<file path="config.mk">
export PLATFORM = sky130hd
export DESIGN_NAME = event_timestamper
export DESIGN_NICKNAME = d
export VERILOG_FILES = /design/src/rtl/event_timestamper.sv
export SDC_FILE = /design/constraint.sdc
export NUM_CORES = 1
export LEC_CHECK = 0
export ABC_AREA = 1
export BUFFER_PORTS_ARGS = -buffer_cell sky130_fd_sc_hd__clkbuf_2
export CORE_MARGIN = 2
export CORE_UTILIZATION = 57
export DETAILED_ROUTE_END_ITERATION = 6
export HOLD_SLACK_MARGIN = 0.02
export PLACE_DENSITY = 0.85
export RECOVER_POWER = 100
export SYNTH_ARGS = -nofsm -noshare
export SYNTH_HDL_FRONTEND = slang
export SYNTH_SLANG_ARGS = --single-unit
export TNS_END_PERCENT = 10
</file>
<file path="constraint.sdc">
create_clock -name osc48m -period 4.4 [get_ports osc48m]
set_clock_uncertainty 0.15 [all_clocks]
set_input_delay 0.66 -clock osc48m [delete_from_list [all_inputs] [get_ports osc48m]]
set_output_delay 0.66 -clock osc48m [all_outputs]
set_load 0.005 [all_outputs]
</file>
<file path="src/rtl/event_timestamper.sv">
`default_nettype none
// ============================================================================
//  Module   : event_timestamper
//  Purpose  : Free-running timebase with a prescaler, plus an event capture
//             queue. Each event strobe is tagged with the live timestamp and
//             with a "lost" flag that records whether any earlier event was
//             dropped. The tagged event is queued in a small first-word-fall-
//             through FIFO, and the consumer drains that FIFO over a
//             valid/ready port. Events that arrive while the FIFO is full are
//             counted in a saturating counter and flagged on the next stored
//             record, so no event is lost without trace.
//
//  Ports    : osc48m      in   clock (48 MHz)
//             reset       in   asynchronous active-high reset
//             enable      in   1 = timebase advances, 0 = timebase holds
//             clear       in   synchronous zero of the timebase, drop counter
//                              and lost flag (FIFO contents untouched)
//             ev_valid    in   event strobe, sampled on every rising edge
//             ev_code     in   event code, qualified by ev_valid
//             out_valid   out  a head record is available
//             out_ready   in   consumer takes the head when out_valid=1
//             out_code    out  code of the head record
//             out_ts      out  timestamp of the head record
//             out_lost    out  at least one event was dropped before the head
//             timestamp   out  live timestamp
//             tick        out  one-cycle pulse when a new timestamp shows
//             drop_count  out  number of dropped events, saturating
//             fifo_level  out  records held, 0..FIFO_DEPTH
//
//  Revision : 1.0  initial release
// ============================================================================
module event_timestamper #(
    parameter int PRESCALE   = 48,  // osc48m cycles per timestamp step, >= 2
    parameter int TS_WIDTH   = 32,  // timestamp width, wraps modulo 2^TS_WIDTH
    parameter int CODE_WIDTH = 8,   // event code width
    parameter int FIFO_DEPTH = 8,   // record slots, power of 2, >= 2
    parameter int DROP_WIDTH = 8    // dropped-event counter width
) (
    input  logic                         osc48m,
    input  logic                         reset,
    input  logic                         enable,
    input  logic                         clear,
    input  logic                         ev_valid,
    input  logic [CODE_WIDTH-1:0]        ev_code,
    output logic                         out_valid,
    input  logic                         out_ready,
    output logic [CODE_WIDTH-1:0]        out_code,
    output logic [TS_WIDTH-1:0]          out_ts,
    output logic                         out_lost,
    output logic [TS_WIDTH-1:0]          timestamp,
    output logic                         tick,
    output logic [DROP_WIDTH-1:0]        drop_count,
    output logic [$clog2(FIFO_DEPTH):0]  fifo_level
);

    // ------------------------------------------------------------------------
    //  Derived constants
    // ------------------------------------------------------------------------
    localparam int c_PS_W  = $clog2(PRESCALE);
    localparam int c_AW    = $clog2(FIFO_DEPTH);
    localparam int c_LW    = c_AW + 1;
    // A record is {lost, timestamp, code}, least significant field last.
    localparam int c_REC_W = 1 + TS_WIDTH + CODE_WIDTH;

    localparam logic [c_PS_W-1:0]     c_PS_LAST  = c_PS_W'(PRESCALE - 1);
    localparam logic [c_PS_W-1:0]     c_PS_ONE   = c_PS_W'(1);
    localparam logic [TS_WIDTH-1:0]   c_TS_ONE   = TS_WIDTH'(1);
    localparam logic [c_AW-1:0]       c_PTR_ONE  = c_AW'(1);
    localparam logic [c_LW-1:0]       c_LVL_ONE  = c_LW'(1);
    localparam logic [c_LW-1:0]       c_LVL_FULL = c_LW'(FIFO_DEPTH);
    localparam logic [DROP_WIDTH-1:0] c_DROP_ONE = DROP_WIDTH'(1);
    localparam logic [DROP_WIDTH-1:0] c_DROP_MAX = {DROP_WIDTH{1'b1}};

    // ------------------------------------------------------------------------
    //  Timebase state
    // ------------------------------------------------------------------------
    logic [c_PS_W-1:0]   presc_q,  presc_d;
    logic [TS_WIDTH-1:0] ts_q,     ts_d;
    logic                tick_q,   tick_d;

    // ------------------------------------------------------------------------
    //  Capture queue state
    // ------------------------------------------------------------------------
    logic [c_REC_W-1:0]    mem_q [FIFO_DEPTH];
    logic [c_AW-1:0]       wr_ptr_q,  wr_ptr_d;
    logic [c_AW-1:0]       rd_ptr_q,  rd_ptr_d;
    logic [c_LW-1:0]       level_q,   level_d;
    logic [DROP_WIDTH-1:0] drop_q,    drop_d;
    logic                  lost_q,    lost_d;

    // ------------------------------------------------------------------------
    //  Handshake decode
    // ------------------------------------------------------------------------
    logic               w_out_valid;
    logic               w_full;
    logic               w_pop;
    logic               w_slot_free;
    logic               w_push;
    logic               w_drop;
    logic [c_REC_W-1:0] w_wr_rec;
    logic [c_REC_W-1:0] w_head_rec;

    assign w_out_valid = (level_q != '0);
    assign w_full      = (level_q == c_LVL_FULL);
    assign w_pop       = w_out_valid & out_ready;
    // A full FIFO still accepts an event when the head leaves on the same
    // edge: the freed slot is the one the write pointer already addresses.
    assign w_slot_free = ~w_full | w_pop;
    assign w_push      = ev_valid & w_slot_free;
    assign w_drop      = ev_valid & ~w_slot_free;

    // The stamp is the timestamp as it stands before the capturing edge.
    assign w_wr_rec    = {lost_q, ts_q, ev_code};
    assign w_head_rec  = mem_q[rd_ptr_q];

    // ------------------------------------------------------------------------
    //  Timebase next state
    // ------------------------------------------------------------------------
    always_comb begin
        presc_d = presc_q;
        ts_d    = ts_q;
        tick_d  = 1'b0;
        if (clear) begin
            presc_d = '0;
            ts_d    = '0;
        end else if (enable) begin
            if (presc_q == c_PS_LAST) begin
                presc_d = '0;
                ts_d    = ts_q + c_TS_ONE;  // wraps silently at all-ones
                tick_d  = 1'b1;             // high while the new value shows
            end else begin
                presc_d = presc_q + c_PS_ONE;
            end
        end
    end

    // ------------------------------------------------------------------------
    //  Queue bookkeeping next state
    // ------------------------------------------------------------------------
    always_comb begin
        wr_ptr_d = wr_ptr_q;
        rd_ptr_d = rd_ptr_q;
        level_d  = level_q;

        // Pointers are c_AW bits wide, so the increment wraps at FIFO_DEPTH.
        if (w_push) begin
            wr_ptr_d = wr_ptr_q + c_PTR_ONE;
        end
        if (w_pop) begin
            rd_ptr_d = rd_ptr_q + c_PTR_ONE;
        end

        case ({w_push, w_pop})
            2'b10:   level_d = level_q + c_LVL_ONE;
            2'b01:   level_d = level_q - c_LVL_ONE;
            default: level_d = level_q;
        endcase
    end

    // ------------------------------------------------------------------------
    //  Drop accounting next state
    // ------------------------------------------------------------------------
    always_comb begin
        drop_d = drop_q;
        lost_d = lost_q;
        if (clear) begin
            // clear beats a drop arriving on the same edge
            drop_d = '0;
            lost_d = 1'b0;
        end else begin
            if (w_drop && (drop_q != c_DROP_MAX)) begin
                drop_d = drop_q + c_DROP_ONE;
            end
            // A push and a drop are mutually exclusive on one edge. The pushed
            // record carries the pending flag, so the flag is consumed here.
            if (w_push) begin
                lost_d = 1'b0;
            end else if (w_drop) begin
                lost_d = 1'b1;
            end
        end
    end

    // ------------------------------------------------------------------------
    //  State registers
    // ------------------------------------------------------------------------
    always_ff @(posedge osc48m or posedge reset) begin
        if (reset) begin
            presc_q  <= '0;
            ts_q     <= '0;
            tick_q   <= 1'b0;
            wr_ptr_q <= '0;
            rd_ptr_q <= '0;
            level_q  <= '0;
            drop_q   <= '0;
            lost_q   <= 1'b0;
        end else begin
            presc_q  <= presc_d;
            ts_q     <= ts_d;
            tick_q   <= tick_d;
            wr_ptr_q <= wr_ptr_d;
            rd_ptr_q <= rd_ptr_d;
            level_q  <= level_d;
            drop_q   <= drop_d;
            lost_q   <= lost_d;
        end
    end

    // Record storage carries no reset: an empty FIFO never exposes a slot,
    // and the head outputs are forced to zero while out_valid is low.
    always_ff @(posedge osc48m) begin
        if (w_push) begin
            mem_q[wr_ptr_q] <= w_wr_rec;
        end
    end

    // ------------------------------------------------------------------------
    //  Outputs
    // ------------------------------------------------------------------------
    assign out_valid  = w_out_valid;
    assign out_code   = w_out_valid ? w_head_rec[CODE_WIDTH-1:0]                   : '0;
    assign out_ts     = w_out_valid ? w_head_rec[CODE_WIDTH +: TS_WIDTH]           : '0;
    assign out_lost   = w_out_valid ? w_head_rec[c_REC_W-1]                        : 1'b0;
    assign timestamp  = ts_q;
    assign tick       = tick_q;
    assign drop_count = drop_q;
    assign fifo_level = level_q;

endmodule
`default_nettype wire
</file>
# [After elaboration in Yosys (flattened, before gate mapping)]
# Memories as Yosys holds them, arrays and structs flattened.
# Cells that the tools add are included.
[totals] mem_bits_rw=328 input_bits=14 register_bits=58 elab_cells=55 latch_bits=0 mem_bits_ro=0 mem_count=1 out_inout_bits=87
[mem_list] name="mem_q" depth=8 width=41 read_ports=1 rd_clocked_by_memory_dff=0 write_ports=1 line="84" source="logic [c_REC_W-1:0] mem_q [FIFO_DEPTH];"
[classes] mux=20 n_mul=0 n_bitwise=6 magnitude_cmp=0 reduce_logical=8 n_div=0 n_addsub=7 eq_ne=5 n_shift=0
[op_table] op="32-bit 2-to-1 mux" count=4
[op_table] op="32-bit by 1-bit adder with 32-bit output, second input constant" count=1
[op_table] op="8-bit 2-to-1 mux" count=3
[op_table] op="6-bit 2-to-1 mux" count=3
[op_table] op="1-bit 2-to-1 mux" count=9
[op_table] op="8-bit by 1-bit adder with 8-bit output, second input constant" count=1
[op_table] op="8-bit inequality test, second input constant" count=1
[op_table] op="4-bit one-hot mux with 2 select lines" count=1
[op_table] op="2-bit nonzero test" count=4
[op_table] op="3-bit by 1-bit adder with 3-bit output, second input constant" count=2
[op_table] op="6-bit by 1-bit adder with 6-bit output, second input constant" count=1
[op_table] op="6-bit == test, second input constant" count=1
[op_table] op="4-bit by 1-bit adder with 4-bit output, second input constant" count=1
[op_table] op="4-bit == test, second input constant" count=1
[op_table] op="4-bit nonzero test" count=1
[op_table] op="4-bit by 1-bit subtractor with 4-bit output, second input constant" count=1
[op_table] op="1-bit bitwise AND" count=3
[op_table] op="3-bit nonzero test" count=1
[op_table] op="2-bit by 1-bit == test with 1-bit output, second input constant" count=1
[op_table] op="2-bit == test, second input constant" count=1
[op_table] op="1-bit NOT" count=2
[op_table] op="2-bit AND reduction" count=1
[op_table] op="1-bit logical AND" count=1
[op_table] op="1-bit bitwise OR" count=1

# [Longest topological paths before layout]
# Gate-level depths: netlist (run 1).
[depth] depth_word=8 mapped_depth=14 mapped_depth_nobuf=14

# [Worst setup path before layout (run 1)]
# OpenSTA, ideal clock, no wires.
[synth_path] path_type="in2reg" from="input port out_ready" to="memory mem_q[0][0] (netlist bit), enable pin" required_ps=3811 n_path_buf=0 path_slack_ps=860 path_stages=5 arrival_ps=2950 setup_time_ps=439 cell_sequence="nor2_1 > nand3_2 > nand2_1 > or2_2 > nor2_1"
[synth_between] elab_chain_len=5
[synth_rtl] item="start: declaration" line="46" source="input logic out_ready,"
[synth_rtl] item="1-bit bitwise AND" line="105" source="assign w_pop = w_out_valid & out_ready;"
[synth_rtl] item="1-bit bitwise OR" line="108" source="assign w_slot_free = ~w_full | w_pop;"
[synth_rtl] item="1-bit bitwise AND" line="109" source="assign w_push = ev_valid & w_slot_free;"
[synth_rtl] item="1-bit 2-to-1 mux" line="212" source="if (w_push) begin"
[synth_rtl] item="1-bit 2-to-1 mux (not written as such)" line="213" source="mem_q[wr_ptr_q] <= w_wr_rec;"
[synth_rtl] item="end: declaration" line="84"
# Every way passes these cells.

# [Final worst setup path (run 1)]
[layout_path] from="register rd_ptr_q[0]" to="output port out_ts[13]"
[layout_between] elab_chain_len=2
[layout_rtl] item="start: declaration" line="86" source="logic [c_AW-1:0] rd_ptr_q, rd_ptr_d;"
[layout_rtl] item="start signal: assignment" line="202" source="rd_ptr_q <= rd_ptr_d;"
[layout_rtl] item="memory read 8 x 41 bit"
[layout_rtl] item="32-bit 2-to-1 mux" line="222" source="assign out_ts = w_out_valid ? w_head_rec[CODE_WIDTH +: TS_WIDTH] : '0;"
[layout_rtl] item="end: declaration" line="48" source="output logic [TS_WIDTH-1:0] out_ts,"
# Every way passes these cells.

==> results of run 1 <==
path summary, 6_finish.rpt:
check / cells past startpoint / end / slack, ps / startpoint
setup / recovery: 6 / out_ts[13] / 380 / rd_ptr_q[0]
setup reg to reg: 5 / mem_q[5][4] / 480 / fifo_level[1]
hold reg to reg: 1 / fifo_level[0] / 370 / fifo_level[0]
max in group asynchronous: 3 / rd_ptr_q[1] / 1460 / reset
hold / removal: 2 / timestamp[12] / 260 / reset
min in group osc48m: 2 / lost_q / 340 / ev_valid
metrics by stage:
step | util | hold WS, ps
after floorplan | - | 343
after global placement | 0.612 | 351
after detailed placement | 0.612 | 356
after CTS | 0.654 | 76.0
after global routing | 0.648 | 347
final | 0.648 | 262
cell type report:
class	count	area, um^2
repair buffers	124	594
multi-input cells	962	4310
flip-flops and latches	386	11300
inverters	64	243
clock inverters	17	161
clock buffers	51	1020
well taps	378	473
fillers	2076	9830
power groups by stage:
stage / Sequential [mW] / Combinational (mW) / Clock (mW)
final: 4.78 / 3.25 / 3.12
after global routing: 4.82 / 3.64 / 3.28
after global placement: 4.80 / 3.16 / 0
after CTS: 4.76 / 3.35 / 3.13
after detailed placement: 4.83 / 3.30 / 0
after floorplan: 4.59 / 2.34 / 0
cell families (layout without fill, tap and decap cells):
family          after synthesis  after routing
flops                       386            386
mux                           1              1
fa+ha+maj                     8              8
compound gates              319            319
simple gates                623            623
buf+inv                     137            256
xor+xnor                     11             11
cell usage after synthesis (all sizes together):
cell type	n
o21ai	302
inv	64
ha	7
nor3	7
buf	33
clkbuf	40
nand2	127
nand4	7
edfxtp	328
fa	1
nor4	1
xor2	7
mux2	1
dfrtp	58
a211oi	1
nor2	437
or2	1
a22o	1
nand3	42
a21oi	15
and3	1
xnor2	4
flip-flops by register name, summed over array words and instances (netlist names):
signal	flops
rd_ptr_q	3
lost_q	1
timestamp	32
wr_ptr_q	3
tick	1
presc_q	6
mem_q	328
fifo_level	4
drop_count	8
routing by layer:
metal  vias up  GRT usage  share of wire  wire [um]
li1       5289          -              -          -
met5         -          0              0          0
met4         0     0.0953          0.026        991
met3        76     0.0407          0.088       3350
met1      5589      0.329           0.38      14500
met2       549      0.426           0.50      19100
worst max-delay path, stage by stage (launching register included):
cell	delay (ps)
dfrtp_4	930
clkbuf_4	750
o21ai_0	240
o21ai_0	270
o21ai_0	120
nor2_1	230
clkbuf_1	140
==> metrics.cfg, run 1 <==
[final_layout]
layout.cells.non_filler = 1982
syn2layout_area_growth_pct = 11.3
nets = 1598
drive_gt1_frac = 0.0867
antenna_cells = 0
layout_common_cells = nor2_1 (429), edfxtp_1 (328), o21ai_0 (278)
layout_commonest_cell = nor2_1
design_area_um2 = 18100

[place]
place_congestion = 0.867
place_ws_ps = 1050
placed_area_um2 = 17100
hpwl_um = 22400
io_buffers = 100
dp.cells = 1914

[synth]
synth_top_family_by_area = simple AND/OR/NAND/NOR gates
seq_area_frac_synth = 0.695
syn_area_um2 = 16300
avgSynthCellArea_um2 = 11.0
syn_inst = 1485
synth_fp_nets = 1507
synth-xor-area-share = 0.00592
synthAdderAreaFrac = 0.00661
netlist.area_leader.share = 0.605
synthSimpleGateAreaFrac = 0.154
synth_warnings = 0
ys_ff_latch = 386
ys_types = 34
synth.area.top_cells = edfxtp_1 (61%), nor2_1 (9.9%), dfrtp_1 (8.9%)
synth_top_area_cell = edfxtp_1
synth_compound_area_frac = 0.0985
muxShareOfSynthArea = 0.000692

[global_route]
grt_max_degree = 99
track_usage = 0.251
grt_pass1_wl_um = 59500
antenna_found_initial = 0
overflow = 0
grt_pass1_vias = 11300

[cts]
htreeDepth = 2
path_clk_slew_ps = 60
cts_tree = built
cts_setup_buffers = 0
cts_sinks = 386
insertion_delay_ps = 520
clockBufferDepth = 3
ctsHoldBuffers = 0
cts_buffers = 38
post_cts_resized = 0
cts_root_buf = clkbuf_16

[power]
clkPwrFrac = 0.280
seq_power_share = 0.429
p_switching_mw = 3.87
internal_power_mw = 7.28
peakVddDrop_uv = 366
switching_share = 0.347
power.leakage_nw = 6.62
comb_power_share = 0.292
power.total_mw = 11.2
powerDensity_nw_per_um2 = 616

[critical_path]
start_kind = flip-flop
worst-setup-path-type = reg2out
worstSetupEndpointType = output pin
critical_path_arrival_ps = 3210
crit_required_ps = 3590
crit_path_max_fanout = 66

[floorplanning]
die-area_um2 = 29900
die_w_um = 173
floorplan.rows = 61
core_um2 = 27900
start_util = 0.582
die_h_um = 173
pin_count = 101

[status]
outcome = finished, violations left
violations = design-rule violations, max-capacitance violations, max-slew violations

[routing]
vias = 11500
firstDrtPassIters = 7
viasPerCell = 5.80
drt_drc_violations_left = 4
drt-initial-drc-count = 1451
wirelength_um = 38000
postRouteAntennaNets = 0
wl_per_cell_um = 19.2

[timing]
slew-limit-headroom = -0.759
rsz0062_at_grt = no
setup_slack_ps = 376
fin_crit_sh = 0.914
hold_violations = 0
slew_violations = 101
max_freq_mhz = 249
min_period_ps = 4020
max_slew.worst_pin.slew_ps = 2630
final.setup.tns_ps = 0
setup_violations = 0

[flow_run]
max_cap_violations = 6

[worst_hold_path]
hp-class = in2async

Power figures use the tool's default switching activity.
==> inputs of run 2 (changes only) <==
--- a/config.mk
+++ b/config.mk
@@ -6,12 +6,12 @@
 export NUM_CORES = 1
 export LEC_CHECK = 0
 export ABC_AREA = 1
-export BUFFER_PORTS_ARGS = -buffer_cell sky130_fd_sc_hd__clkbuf_2
 export CORE_MARGIN = 2
 export CORE_UTILIZATION = 57
 export DETAILED_ROUTE_END_ITERATION = 6
+export DONT_BUFFER_PORTS = 1
 export HOLD_SLACK_MARGIN = 0.02
-export PLACE_DENSITY = 0.85
+export PLACE_DENSITY = 0.81
 export RECOVER_POWER = 100
 export SYNTH_ARGS = -nofsm -noshare
 export SYNTH_HDL_FRONTEND = slang
==> run 2 against run 1 <==
Net effect: the flow finishes with violations (max-capacitance violations, max-slew violations); routed wire length down 2.3%; fmax grew 1.3%; non-clock buffer count down 104; final cell count shrank 5.0%; final area decreased by 2.1%; total power shrank 1.7%; critical path depth fell by 1; sequential share of layout area rose by 1.3 points; critical endpoint is now out_ts[15]; largest cell class unchanged; highest routed layer unchanged.
==> metrics.cfg, run 2 (synthesis gave the netlist of run 1 again) <==
[cts]
cts_buffers = 39  ; +2.6%
cts_sinks = 386  ; unchanged
htreeDepth = 2  ; unchanged
clockBufferDepth = 3  ; unchanged
insertion_delay_ps = 530  ; about the same
cts_tree = built
post_cts_resized = 0  ; unchanged
cts_root_buf = clkbuf_16
path_clk_slew_ps = 60  ; about the same

[critical_path]
worst-setup-path-type = reg2out
max_stage_delay_ps = 1010  ; +80 ps
crit_chain = clkbuf_2 -> o21ai_0 -> o21ai_0 -> nor2_1 -> nor2_1
crit_path_max_fanout = 92  ; +39%
start_kind = flip-flop
critical_path_arrival_ps = 3160  ; -50 ps
worstSetupEndpointType = output pin
crit_required_ps = 3590  ; about the same
slowest_stage = dfrtp_4
rr_worst_depth = 6  ; +1

[floorplanning]
start_util = 0.582  ; unchanged
die_h_um = 173  ; unchanged
die-area_um2 = 29900  ; unchanged
core_um2 = 27900  ; unchanged
die_w_um = 173  ; unchanged
floorplan.rows = 61  ; unchanged
pin_count = 101  ; unchanged

[final_layout]
layout_commonest_cell = nor2_1
layout_common_cells = nor2_1 (433), edfxtp_1 (328), o21ai_0 (280)
nets = 1495  ; -6.4%
final_util = 0.635  ; -0.0134
layout.cells.non_filler = 1882  ; -5.0%
top_register = mem_q
drive_gt1_frac = 0.0565  ; -0.0301
syn2layout_area_growth_pct = 8.99
antenna_cells = 0  ; unchanged
design_area_um2 = 17700  ; -2.1%
largest_register_ffs = 328  ; unchanged

[timing]
slew-limit-headroom = -0.655  ; +0.104
final.setup.tns_ps = 0  ; unchanged
max_freq_mhz = 252  ; +1.3%
min_period_ps = 3970  ; -51.2 ps
fin_crit_sh = 0.903  ; -0.0116
setup_violations = 0  ; unchanged
slew_violations = 201  ; +99%
rsz0062_at_grt = no
max_slew.worst_pin.slew_ps = 2470  ; -156 ps
hold_violations = 0  ; unchanged

[power]
powerDensity_nw_per_um2 = 618  ; +0.40%
power.leakage_nw = 6.36  ; -3.8%
power.total_mw = 11.0  ; -1.7%
peakVddDrop_uv = 467  ; +27%

[routing]
wl_per_cell_um = 19.7  ; +2.9%
firstDrtPassIters = 5  ; -2
viasPerCell = 5.86  ; +0.91%
drt_drc_violations_left = 0  ; -4
postRouteAntennaNets = 0  ; unchanged
wl_met3_um = 3410  ; +1.9%
highest_layer = met4
wirelength_um = 37100  ; -2.3%
vias = 11000  ; -4.2%
met2_length_um = 18500  ; -3.0%
drt-initial-drc-count = 1318  ; -9.2%
wl_met1_um = 14100  ; -2.8%

[status]
outcome = finished, violations left
violations = max-capacitance violations, max-slew violations

[global_route]
grt_pass1_vias = 10800  ; -4.4%
track_usage = 0.245  ; -0.00670
antenna_found_initial = 0  ; unchanged
overflow = 0  ; unchanged
grt_pass1_wl_um = 57500  ; -3.2%
grt_max_degree = 166  ; +68%

[flow_run]
max_cap_violations = 8  ; +2

[place]
io_buffers = 0  ; -100%
place_congestion = 0.823  ; -5.1%
dp.cells = 1809  ; -5.5%
hpwl_um = 20900  ; -6.8%
placed_area_um2 = 16600  ; -3.1%

[worst_hold_path]
worstHoldPathCells = 1
hp-class = in2reg

[run 2: worst max-delay path: cells and delay by family (launching register included)]
kind / cells / cell delay (ps)
flops: 1 / 1010
simple gates: 2 / 370
compound gates: 2 / 410
buf+inv: 1 / 740
[run 2: worst paths after layout]
check / start / end / slack, ps
setup / recovery: rd_ptr_q[1] / out_ts[15] / 430
hold / removal: clear / presc_q[1] / 40
setup reg to reg: fifo_level[0] / mem_q[4][32] / 510
hold reg to reg: wr_ptr_q[0] / wr_ptr_q[0] / 380
max in group asynchronous: reset / timestamp[7] / 1120
min in group asynchronous: reset / fifo_level[0] / 700
[run 2: layout make-up]
cell class / count / area, um^2
Multi-Input combinational cell: 962 / 4280
Timing Repair Buffer: 20 / 141
Clock buffer: 49 / 1050
Clock inverter: 23 / 229
Sequential cell: 386 / 11300
Fill cell: 2090 / 10200
Tap cell: 378 / 473
Inverter: 64 / 240
[run 2: per-layer routing]
layer / GRT usage / up-vias
li1: - / 5088
met1: 0.310 / 5369
met2: 0.420 / 492
met3: 0.0484 / 73
met4: 0.0900 / 0
met5: 0 / -
[run 2: per-stage QoR]
stage | hold WS [ps] | setup WS (ps)
after floorplan | 343 | 860
after global placement | 367 | 1360
after detailed placement | 373 | 1360
after CTS | 29.0 | 753
after global routing | 33.0 | 264
final | 41.5 | 428
[run 2: timing repair]
action	4_1_cts	5_1_grt
hold endpoints to repair	25	0
setup endpoints to repair	0	0
hold buffers	1	0
buffers inserted	0	0
[run 2: power by group]
| group | internal, mW | switching [mW] | total (mW) |
|---|---|---|---|
| clock | 1.94 | 1.35 | 3.29 |
| sequential | 4.42 | 0.256 | 4.68 |
| combinational | 0.829 | 2.17 | 2.99 |
| total | 7.19 | 3.77 | 11.0 |
==> inputs of run 3 (changes only) <==
--- a/config.mk
+++ b/config.mk
@@ -7,13 +7,12 @@
 export LEC_CHECK = 0
 export ABC_AREA = 1
 export CORE_MARGIN = 2
-export CORE_UTILIZATION = 57
+export CORE_UTILIZATION = 40
 export DETAILED_ROUTE_END_ITERATION = 6
 export DONT_BUFFER_PORTS = 1
 export HOLD_SLACK_MARGIN = 0.02
-export PLACE_DENSITY = 0.81
+export PLACE_DENSITY = 0.63
 export RECOVER_POWER = 100
 export SYNTH_ARGS = -nofsm -noshare
 export SYNTH_HDL_FRONTEND = slang
 export SYNTH_SLANG_ARGS = --single-unit
-export TNS_END_PERCENT = 10
==> run 3 against run 2 <==
Net effect: the run still ends with max-capacitance violations, max-slew violations left; sequential share of layout area decreased by 0.92 points; count of clock-buffer cells in the layout increased by 4; combinational power increased by 2%; worst setup slack improved by 140 ps; global-route usage decreased by 5.7 points; die area increased by 41%; register-to-register slack improved by 230 ps; final cell count increased by 8.3%; highest routed layer unchanged.
==> metrics.cfg, run 3 (synthesis gave the netlist of run 1 again) <==
[status]
outcome = finished, violations left
violations = max-capacitance violations, max-slew violations

[timing]
max_freq_mhz = 261  ; +3.7%
rsz0062_at_grt = no
final.setup.tns_ps = 0  ; unchanged
slew-limit-headroom = -0.654  ; about the same
slew_violations = 53  ; -74%
hold_ws_ps = 56.2  ; +14.7 ps
fin_crit_sh = 0.871  ; -0.0321
hold_violations = 0  ; unchanged
setup_slack_ps = 569  ; +141 ps
min_period_ps = 3830  ; -141 ps
max_slew.worst_pin.slew_ps = 2470  ; -0.342 ps
setup_violations = 0  ; unchanged

[power]
peakVddDrop_uv = 342  ; -27%
power.leakage_nw = 6.38  ; +0.34%
powerDensity_nw_per_um2 = 611  ; -1.2%
power.total_mw = 11.0  ; +0.26%

[global_route]
overflow = 0  ; unchanged
track_usage = 0.187  ; -0.0573
grt_max_degree = 166  ; unchanged
grt_pass1_vias = 10200  ; -5.6%
grt_pass1_wl_um = 59900  ; +4.1%
antenna_found_initial = 0  ; unchanged

[critical_path]
r2r_setup_slack_ps = 740  ; +230 ps
slowest_stage = nand3_1
crit_required_ps = 3590  ; about the same
critical_path_arrival_ps = 3020  ; -140 ps
worstSetupEndpointType = output pin
crit_path_max_fanout = 26  ; -72%
rr_worst_depth = 5  ; -1
crit_chain = nor2_1 -> nand3_1 -> buf_4 -> o21ai_0 -> nor2_1
crit_cells = 5  ; unchanged
crit_path_frequent_cell = nor2_1
start_kind = flip-flop
max_stage_delay_ps = 990  ; -20 ps
worst-setup-path-type = reg2out
cpLargestDelayFamily = simple AND/OR/NAND/NOR gates
worst-path-buf-inv = 1  ; unchanged

[place]
placed_area_um2 = 16800  ; +1.5%
place_congestion = 0.791  ; -3.9%
dp.cells = 1959  ; +8.3%
hpwl_um = 22400  ; +6.9%
io_buffers = 0  ; unchanged
place_ws_ps = 1430  ; +67.5 ps

[flow_run]
max_cap_violations = 3  ; -5

[routing]
firstDrtPassIters = 6  ; +1
viasPerCell = 5.21  ; -11%
postRouteAntennaNets = 0  ; unchanged
wirelength_um = 39200  ; +5.7%
vias = 10600  ; -3.6%
drt_drc_violations_left = 0  ; unchanged
wl_per_cell_um = 19.2  ; -2.4%
drt-initial-drc-count = 974  ; -26%

[final_layout]
drive_gt1_frac = 0.0555  ; -0.000997
regArea_um2 = 11300  ; unchanged
top_register = mem_q
layout_commonest_cell = nor2_1
fillers = 3629  ; +74%
largest_register_ffs = 328  ; unchanged
syn2layout_area_growth_pct = 10.6
final_util = 0.451  ; -0.184
antenna_cells = 0  ; unchanged
design_area_um2 = 18000  ; +1.5%
layout.cells.non_filler = 2038  ; +8.3%
nets = 1503  ; +0.54%
multiInputGateArea_um2 = 4290  ; +0.12%
layout_common_cells = nor2_1 (432), edfxtp_1 (328), o21ai_0 (269)

[cts]
htreeDepth = 2  ; unchanged
cts_tree = built
clockBufferDepth = 3  ; unchanged
cts_buffers = 41  ; +5.1%
cts_sinks = 386  ; unchanged
path_clk_slew_ps = 50  ; about the same
insertion_delay_ps = 550  ; +20 ps
cts_root_buf = clkbuf_16

[floorplanning]
die-area_um2 = 42300  ; +41%
core_um2 = 39900  ; +43%
die_w_um = 206  ; +19%
start_util = 0.408  ; -0.175
pin_count = 101  ; unchanged
floorplan.rows = 73  ; +20%
die_h_um = 206  ; +19%

[worst_hold_path]
hp-class = in2reg
worstHoldPathCells = 0  ; -1

[run 3: changes by cell type in the layout (fill, tap and decap cells not counted), moves of 3 or more]
| cell | previous run | this run |
|---|---|---|
| buf_12 | 1 | 4 |
| buf_4 | 10 | 6 |
| clkbuf_1 | 10 | 16 |
| dlygate4sd3_1 | 1 | 4 |
| o21ai_0 | 280 | 269 |
| o21ai_1 | 22 | 33 |
[run 3: cell type report]
type                       instances  area share
timing repair buffer              26      0.0120
sequential                       386       0.629
tap                              525      0.0365
multi-input combinational        962       0.238
inverter                          64      0.0135
clock inverter                    22     0.00918
clock buffer                      53      0.0618
[run 3: final timing paths]
check / start / to
min reg2reg: fifo_level[0] / fifo_level[0]
max in group asynchronous: reset / presc_q[1]
max reg2reg: fifo_level[2] / mem_q[3][6]
min in group asynchronous: reset / fifo_level[2]
max: fifo_level[0] / out_code[1]
min: ev_code[7] / mem_q[6][7]
[run 3: per-layer routing]
| metal | up-vias | GRT usage | wire length [um] |
|---|---|---|---|
| met5 | - | 0 | 0 |
| met4 | 0 | 0.0601 | 857 |
| met3 | 55 | 0.0404 | 2960 |
| met2 | 317 | 0.308 | 18700 |
| met1 | 5142 | 0.248 | 16600 |
| li1 | 5106 | - | - |
[run 3: what timing repair did]
action | in CTS | in global routing
resized for setup | 0 | 0
hold buffers | 4 | 0
setup endpoints to repair | 0 | 0
endpoints found under the hold margin | 25 | 0
setup buffers | 0 | 0
[run 3: power breakdown]
| group | total (mW) | leakage [nW] | switching [mW] | internal, mW |
|---|---|---|---|---|
| combinational | 3.05 | 1.92 | 2.19 | 0.859 |
| clock | 3.28 | 0.623 | 1.38 | 1.90 |
| sequential | 4.67 | 3.84 | 0.248 | 4.42 |
| total | 11.0 | 6.38 | 3.81 | 7.18 |
